`src/rtl/cipher_pkg.sv`:
```
// Shared encodings and default parameters for the modular cipher stream.
package cipher_pkg;

   typedef enum logic [1:0] {
      MODE_RSV0 = 2'b00,
      MODE_ENC  = 2'b01,
      MODE_DEC  = 2'b10,
      MODE_RSV3 = 2'b11
   } mode_e;

   localparam int          NULL_CHAR   = 0;
   localparam int          MODULUS_DEF = 227;
   localparam logic [7:0]  CHAR_LO_DEF = 8'h61;
   localparam logic [7:0]  CHAR_HI_DEF = 8'h7A;

endpackage

```
`src/rtl/cipher_fifo.sv`:
```
// Power-of-two circular output buffer; head is zero whenever the buffer is empty.
module cipher_fifo
   import cipher_pkg::*;
#(
   parameter int WIDTH = 9,
   parameter int DEPTH = 4
) (
   input  logic                       clk,
   input  logic                       rst_n,
   input  logic                       i_push,
   input  logic [WIDTH-1:0]           i_data,
   input  logic                       i_pop,
   output logic [WIDTH-1:0]           o_data,
   output logic                       o_full,
   output logic                       o_empty,
   output logic [$clog2(DEPTH):0]     o_count
);

   localparam int AW = $clog2(DEPTH);
   localparam int CW = AW + 1;
   localparam logic [CW-1:0] LP_DEPTH = CW'(DEPTH);

   logic [WIDTH-1:0] r_mem [DEPTH];
   logic [AW-1:0]    r_wr;
   logic [AW-1:0]    r_rd;
   logic [CW-1:0]    r_count;
   logic             w_push_ok;
   logic             w_pop_ok;

   assign o_empty   = (r_count == '0);
   assign o_full    = (r_count == LP_DEPTH);
   assign o_count   = r_count;
   assign o_data    = o_empty ? '0 : r_mem[r_rd];
   assign w_pop_ok  = i_pop & ~o_empty;
   assign w_push_ok = i_push & (~o_full | w_pop_ok);

   always_ff @(posedge clk) begin
      if (w_push_ok) r_mem[r_wr] <= i_data;
   end

   // Pointers are AW bits wide, so they wrap at DEPTH on their own.
   always_ff @(posedge clk or negedge rst_n) begin
      if (!rst_n) begin
         r_wr    <= '0;
         r_rd    <= '0;
         r_count <= '0;
      end else begin
         if (w_push_ok) r_wr <= r_wr + 1'b1;
         if (w_pop_ok)  r_rd <= r_rd + 1'b1;
         case ({w_push_ok, w_pop_ok})
            2'b10:   r_count <= r_count + 1'b1;
            2'b01:   r_count <= r_count - 1'b1;
            default: r_count <= r_count;
         endcase
      end
   end

endmodule

```
`src/rtl/modular_cipher_stream.sv`:
```
// Shift cipher over Z_p: one registered compute stage feeding an in-order result buffer.
module modular_cipher_stream
   import cipher_pkg::*;
#(
   parameter int              DATA_W     = 8,
   parameter int              MODULUS    = MODULUS_DEF,
   parameter int              FIFO_DEPTH = 4,
   parameter logic [DATA_W-1:0] CHAR_LO  = CHAR_LO_DEF,
   parameter logic [DATA_W-1:0] CHAR_HI  = CHAR_HI_DEF
) (
   input  logic              clk,
   input  logic              rst_n,
   input  logic [1:0]        mode,
   input  logic              in_valid,
   output logic              in_ready,
   input  logic [DATA_W-1:0] in_data,
   input  logic [DATA_W-1:0] key,
   output logic              out_valid,
   input  logic              out_ready,
   output logic [DATA_W-1:0] out_data,
   output logic              out_err,
   output logic [15:0]       err_count
);

   localparam int CW = $clog2(FIFO_DEPTH) + 1;
   localparam logic [DATA_W:0] LP_MOD   = (DATA_W + 1)'(MODULUS);
   localparam logic [CW:0]     LP_DEPTH = (CW + 1)'(FIFO_DEPTH);

   logic              r_rdy_en;
   logic              r_s1_valid;
   logic [DATA_W:0]   r_s1_data;
   logic [15:0]       r_err_count;

   logic              w_accept;
   logic [DATA_W:0]   w_sum;
   logic [DATA_W:0]   w_enc;
   logic [DATA_W:0]   w_diff;
   logic [DATA_W:0]   w_dec;
   logic [DATA_W-1:0] w_result;
   logic              w_err;
   logic [DATA_W:0]   w_head;
   logic              w_full;
   logic              w_empty;
   logic [CW-1:0]     w_fifo_count;
   logic [CW:0]       w_occupancy;

   // Occupancy counts the S1 beat so every accepted beat already owns a slot.
   assign w_occupancy = {1'b0, w_fifo_count} + {{CW{1'b0}}, r_s1_valid};
   assign in_ready    = r_rdy_en & (w_occupancy < LP_DEPTH);
   assign w_accept    = in_valid & in_ready;

   always_comb begin
      w_sum    = {1'b0, in_data} + {1'b0, key};
      w_enc    = (w_sum >= LP_MOD) ? (w_sum - LP_MOD) : w_sum;
      w_diff   = {1'b0, in_data} - {1'b0, key};
      w_dec    = w_diff[DATA_W] ? (w_diff + LP_MOD) : w_diff;
      w_result = DATA_W'(NULL_CHAR);
      w_err    = 1'b1;
      if ({1'b0, key} < LP_MOD) begin
         case (mode)
            MODE_ENC: begin
               w_err    = (in_data < CHAR_LO) | (in_data > CHAR_HI);
               w_result = w_enc[DATA_W-1:0];
            end
            MODE_DEC: begin
               w_err    = ({1'b0, in_data} >= LP_MOD);
               w_result = w_dec[DATA_W-1:0];
            end
            default: w_err = 1'b1;
         endcase
      end
      if (w_err) w_result = DATA_W'(NULL_CHAR);
   end

   always_ff @(posedge clk or negedge rst_n) begin
      if (!rst_n) begin
         r_rdy_en    <= 1'b0;
         r_s1_valid  <= 1'b0;
         r_s1_data   <= '0;
         r_err_count <= '0;
      end else begin
         r_rdy_en   <= 1'b1;
         r_s1_valid <= w_accept;
         if (w_accept) r_s1_data <= {w_err, w_result};
         if (w_accept && w_err && (r_err_count != 16'hFFFF))
            r_err_count <= r_err_count + 16'd1;
      end
   end

   cipher_fifo #(
      .WIDTH (DATA_W + 1),
      .DEPTH (FIFO_DEPTH)
   ) u_fifo (
      .clk     (clk),
      .rst_n   (rst_n),
      .i_push  (r_s1_valid),
      .i_data  (r_s1_data),
      .i_pop   (out_ready),
      .o_data  (w_head),
      .o_full  (w_full),
      .o_empty (w_empty),
      .o_count (w_fifo_count)
   );

   assign out_valid = ~w_empty;
   assign out_data  = w_head[DATA_W-1:0];
   assign out_err   = w_head[DATA_W];
   assign err_count = r_err_count;

endmodule

```
`config.mk`:
```
export PLATFORM = sky130hd
export DESIGN_NAME = modular_cipher_stream
export DESIGN_NICKNAME = d
export VERILOG_FILES = /design/src/rtl/cipher_pkg.sv /design/src/rtl/cipher_fifo.sv /design/src/rtl/modular_cipher_stream.sv
export SDC_FILE = /design/constraint.sdc
export NUM_CORES = 1
export LEC_CHECK = 0
export BUFFER_PORTS_ARGS = -buffer_cell sky130_fd_sc_hd__buf_2
export CAP_MARGIN = 0
export CORE_MARGIN = 3
export CORE_UTILIZATION = 45
export CTS_CLUSTER_SIZE = 40
export DETAILED_ROUTE_END_ITERATION = 6
export PLACE_DENSITY_LB_ADDON = 0.3
export SLEW_MARGIN = 20
export SYNTH_ARGS = -nofsm -noshare
export SYNTH_HDL_FRONTEND = slang
export SYNTH_HIERARCHICAL = 1
export SYNTH_SLANG_ARGS = --single-unit
export TNS_END_PERCENT = 50
```
`constraint.sdc`:
```
create_clock -name clk -period 2.54 [get_ports clk]
set_input_delay 0.254 -clock clk [delete_from_list [all_inputs] [get_ports clk]]
set_output_delay 0.254 -clock clk [all_outputs]
set_load 0.05 [all_outputs]
```
==> results.ini, run 1 <==
[clock_tree]
cts_resized = 0
clockBufferDepth = 2
htree_levels = 3
cts_made_buffers = 9
postCtsHoldBufs = 0
cts_tree = done
cts.sinks = 70
path_clk_slew_ns = 0.08
cts_root_buffer = clkbuf_8
clk_latency_ns = 0.33
post_cts_buffers = 0

[placement]
hpwl_um = 7107
post-place-ws_ns = -0.1635
place_congestion = 0.8601
io_buffers = 48
dpl_cell_area_mm2 = 0.004975

[synthesis]
netlist_instances = 379
synth.avg_cell_area_um2 = 11.51
yosysWarnings = 6
synth_nets = 429
syn_area_mm2 = 0.004363

[pwr]
power.leakage_nw = 2.233
p_int_w = 0.002783
sw_frac_of_total_pct = 39.82
power_density_mw_per_mm2 = 889.1
vdd_ir_drop_max_mv = 0.4738
p_sw_w = 0.001842
combinationalPowerShare_pct = 43.4
pwr-share-clk_pct = 21.2
p_seq_share_pct = 35.4

[cells_and_area]
nFillCells = 816
diodes = 0
final-seq-area_mm2 = 0.001932
area_growth_pct = 19.24
multi_input_area_mm2 = 0.002277
drive_above_1_share_pct = 28.05
fin_nets = 512
finalInstanceArea_mm2 = 0.005202

[routing]
wl_per_cell_um = 15.24
viasPerCell = 5.314
vias = 3167
postRouteAntennaNets = 0
dr.pass1.iters = 4
drc_errors = 0
wl_um = 9081
initialDrtViolationCount = 136

[global_routing]
track_usage_pct = 17.26
grt_pass1_vias = 3217
antenna_found_initial = 0
grt_max_degree = 35
grt_pass1_wl_um = 15420
overflow = 0

[timing]
skew_ns = 0.01372
fin_crit_ns = 2.375
tightest_slew_ns = 0.7634
finalSetupTns_ns = 0
hold_viol = 20
layout_setup_ws_ns = 0.1651
relSlewSlack_pct = 48.63
clock.fmax_ghz = 0.4211
fin_crit_sh_pct = 93.50
setup_viol = 0
rsz0062_at_grt = false
maxSlewViolCount = 0
hold_ws_ns = -0.02014

[critical_path]
reg2regPathDepth = 7
worstSetupEndpointType = register
crit_path_max_fanout = 8
r2r_end = err_count[9]
crit_arrival_ns = 2.59
required_ns = 2.76
r2r_start = err_count[7]
path_class = in -> reg
worstSetupStartpointType = input pin
r2r_slack_ns = 0.26

[floorplan]
ios = 49
die_width_um = 104.5
core.rowCount = 35
initial_core_util_pct = 46.77
die_area_mm2 = 0.01091
core_mm2 = 0.009328
die_h_um = 104.5

[flow_run]
maxCapViolations = 0

[status]
failed_checks = hold timing
outcome = finished, violations left

[worst_hold_path]
hp-class = in -> async

==> how the worst max path moves through the flow <==
stage          cells past startpoint      endpoint       start
2_1_floorplan                      8  r_s1_data[0]  in_data[0]
3_3_place_gp                       8  r_s1_data[0]  in_data[0]
3_5_place_dp                       8  r_s1_data[0]  in_data[0]
4_1_cts                            8  r_s1_data[0]  in_data[0]
5_1_grt                           10  r_s1_data[0]  in_data[0]
6_report                           8  r_s1_data[0]  in_data[0]
==> final cells by class <==
cell class	count	area share [%]
timing repair buffer	83	9.668
tap	129	3.102
multi-input combinational	271	43.77
inverter	27	1.948
clock inverter	4	0.9620
sequential	70	37.13
clock buffer	12	3.415
==> critical path: stages <==
cell and delay, ns:
buf_2 0.12, ha_1 0.22, fa_1 0.49, ha_1 0.24, or4_4 0.56, a41oi_4 0.35
o221ai_1 0.16, a22o_1 0.19
==> sequential cells by signal, indices dropped and copies added (netlist names) <==
signal / cells
u_fifo/r_mem: 36
err_count: 16
r_s1_data: 9
r_rdy_en: 1
u_fifo/r_wr: 2
u_fifo/o_count: 3
u_fifo/r_rd: 2
r_s1_valid: 1
==> power groups by stage <==
stage | Combinational (W) | Sequential, W | Clock [W]
2_1_floorplan | 0.00144 | 0.00169 | 0
3_3_place_gp | 0.00197 | 0.00165 | 0
3_5_place_dp | 0.00202 | 0.00166 | 0
4_1_cts | 0.00203 | 0.00164 | 0.00102
6_report | 0.00201 | 0.00164 | 0.000982
5_1_grt | 0.00218 | 0.00167 | 0.00106
==> cell usage in the layout, fill, tap and decap left out, types with 3 or more instances in the layout <==
| cell type | count |
|---|---|
| buf_2 | 48 |
| edfxtp_1 | 36 |
| buf_4 | 35 |
| dfrtp_1 | 34 |
| inv_1 | 27 |
| ha_1 | 25 |
| xnor2_1 | 24 |
| nor2_1 | 19 |
| nand2_1 | 17 |
| and3_1 | 12 |
| nand3_1 | 12 |
| and2_1 | 12 |
| o21ai_0 | 11 |
| o211ai_1 | 10 |
| clkbuf_8 | 9 |
| mux4_2 | 9 |
| a21oi_1 | 6 |
| xor2_1 | 6 |
| a22oi_1 | 6 |
| nor3_1 | 5 |
| nor2b_1 | 5 |
| o21a_1 | 5 |
| o21ai_1 | 4 |
| nand2b_1 | 4 |
| and2_2 | 4 |
| nor4_1 | 3 |
| a211oi_1 | 3 |
| or3b_1 | 3 |
| or4_1 | 3 |
| nand4_1 | 3 |
| fa_1 | 3 |
==> through the flow <==
step / instances / hold WS, ns / total power (W) / utilization [%]
finish: 596 / -0.02014 / 0.004625 / 55.77
global route: 596 / 0.02783 / 0.004914 / 55.77
CTS: 596 / 0.002426 / 0.004684 / 55.77
detailed placement: 580 / 0.3716 / 0.003681 / 53.33
global placement: 580 / 0.3591 / 0.003617 / 53.33
floorplan: 379 / -0.04159 / 0.003131 / -
==> per-layer routing <==
metal  vias to the layer above  share of wire (%)  GRT usage, %
li1                       1571                  -             -
met1                      1549                 45         22.03
met2                        45                 52         30.58
met3                         2                2.4         2.669
met4                         0               0.20         4.368
met5                         -                  0             0
Power figures use the tool's default switching activity.
==> run 2, diff against run 1 <==
- ABC_AREA: default -> 1
- MAX_ROUTING_LAYER: default -> met4
==> results.ini, run 2 <==
[status]
outcome = complete, no violations

[routing]
postRouteAntennaNets = 0
wl_um = 9646
wl_per_cell_um = 12.98
initialDrtViolationCount = 122
dr.pass1.iters = 4
vias = 3668
drc_errors = 0
viasPerCell = 4.937

[cells_and_area]
drive_above_1_share_pct = 19.67
area_growth_pct = 12.79
final_cell_mix = 109 x nand2_1, 68 x inv_1, 63 x nor2_1
fin_util_pct = 52.56
largest_reg_flops = 36
regMostFlops = u_fifo/r_mem
diodes = 0
layout_commonest_cell = nand2_1
fin_nets = 655
final-seq-area_mm2 = 0.001932
multi_input_area_mm2 = 0.002287
nFillCells = 926

[pwr]
pwr-share-clk_pct = 19.5
finalPower_w = 0.004536
vdd_ir_drop_max_mv = 0.6744
combinationalPowerShare_pct = 45.4
power.leakage_nw = 2.559
sw_frac_of_total_pct = 45.88
power_density_mw_per_mm2 = 874.9
p_seq_share_pct = 35.2
p_int_w = 0.002455
p_sw_w = 0.002081

[clock_tree]
cts_made_buffers = 9
path_clk_slew_ns = 0.08
clockBufferDepth = 2
clk_latency_ns = 0.34
cts.sinks = 70
cts_tree = done
htree_levels = 3
cts_root_buffer = clkbuf_8
cts_resized = 0

[synthesis]
yosysWarnings = 6
netlist_instances = 549
syn_area_mm2 = 0.004597
synth.avg_cell_area_um2 = 8.373
synth_nets = 599

[critical_path]
worstSetupEndpointType = output port
cp_slowest_cell = dfrtp_1
crit_top_cell = nor2_1
path_buf_inv = 2
r2r_slack_ns = 0.52
worstSetupStartpointType = register
cp_top_family = flip-flops
cp_cell_sequence = buf_4 > nor2_1 > nor2_1 > o21ai_0 > a21oi_1 > buf_2
path_class = reg -> out
slowest_delay_ns = 0.59
required_ns = 2.29
r2r_start = r_s1_valid
crit_arrival_ns = 1.92
reg2regPathDepth = 12
crit_path_max_fanout = 11
r2r_end = err_count[15]

[placement]
io_buffers = 48
hpwl_um = 7405
place_congestion = 0.9203

[floorplan]
die_width_um = 107.1
core_mm2 = 0.009864
die_h_um = 107.1
initial_core_util_pct = 46.60
die_area_mm2 = 0.01146
core.rowCount = 36
ios = 49

[worst_hold_path]
hold-path-endpoint = u_fifo/r_rd[0]
hp-class = in -> reg
hold_depth = 3
min_from = out_ready

[timing]
hold_viol = 0
fin_crit_sh_pct = 85.42
clock.fmax_ghz = 0.4609
fin_crit_ns = 2.170
skew_ns = 0.01277
relSlewSlack_pct = 50.88
finalSetupTns_ns = 0
maxSlewViolCount = 0
setup_viol = 0
rsz0062_at_grt = false
tightest_slew_ns = 0.7368

[flow_run]
maxCapViolations = 0

[global_routing]
antenna_found_initial = 0
grt_pass1_vias = 3596
track_usage_pct = 18.37
grt_max_degree = 35
overflow = 0
grt_pass1_wl_um = 16460

[run 2: worst max-delay path by stage]
stage                              start            to  depth (start not counted)
after detailed placement      in_data[0]  r_s1_data[2]                         17
final                     u_fifo/r_rd[0]   out_data[3]                          6
after global placement        in_data[0]  r_s1_data[7]                         17
after CTS                 u_fifo/r_rd[0]   out_data[3]                          6
after floorplan             err_count[1]  err_count[5]                         11
after global routing          in_data[0]  r_s1_data[7]                         16
[run 2: layer usage]
| metal | wire (um) | GRT usage (%) |
|---|---|---|
| met1 | 4393 | 23.07 |
| met3 | 408 | 3.371 |
| met5 | 0 | - |
| met4 | 251 | 7.306 |
| met2 | 4593 | 29.49 |
[run 2: power groups by stage]
stage / Sequential [W] / Clock (W) / Combinational (W)
finish: 0.00159 / 0.000883 / 0.00206
global placement: 0.00160 / 0 / 0.00203
floorplan: 0.00168 / 0 / 0.00152
global route: 0.00163 / 0.000958 / 0.00227
CTS: 0.00160 / 0.000911 / 0.00207
detailed placement: 0.00162 / 0 / 0.00206
[run 2: final cells by class]
cell class                      count  area share (%)
Timing Repair Buffer               57           5.985
Multi-Input combinational cell    389           44.11
Clock buffer                        9           2.389
Clock inverter                      7           1.351
Inverter                           78           5.695
Sequential cell                    70           37.26
Tap cell                          133           3.209
[run 2: worst min-delay path, stage by stage]
cell and delay, ns:
buf_2 0.16, a21oi_1 0.08, nor2_1 0.08
[run 2: stage by stage]
stage | area, um2 | worst slack [ns] | std cells | hold WS, ns
finish | 5185 | 0.3704 | 743 | 0.2781
global route | 5185 | 0.1745 | 743 | 0.3047
CTS | 5185 | 0.3440 | 743 | 0.2605
detailed placement | 4981 | 0.09943 | 726 | 0.3641
global placement | 4981 | 0.1319 | 726 | 0.3589
floorplan | 4597 | 0.4486 | 549 | -0.04159
[run 2: timing repair]
item                      in CTS  in global routing
hold buffers                   1                  0
hold endpoints to repair      18                  0
setup buffers                  0                  0
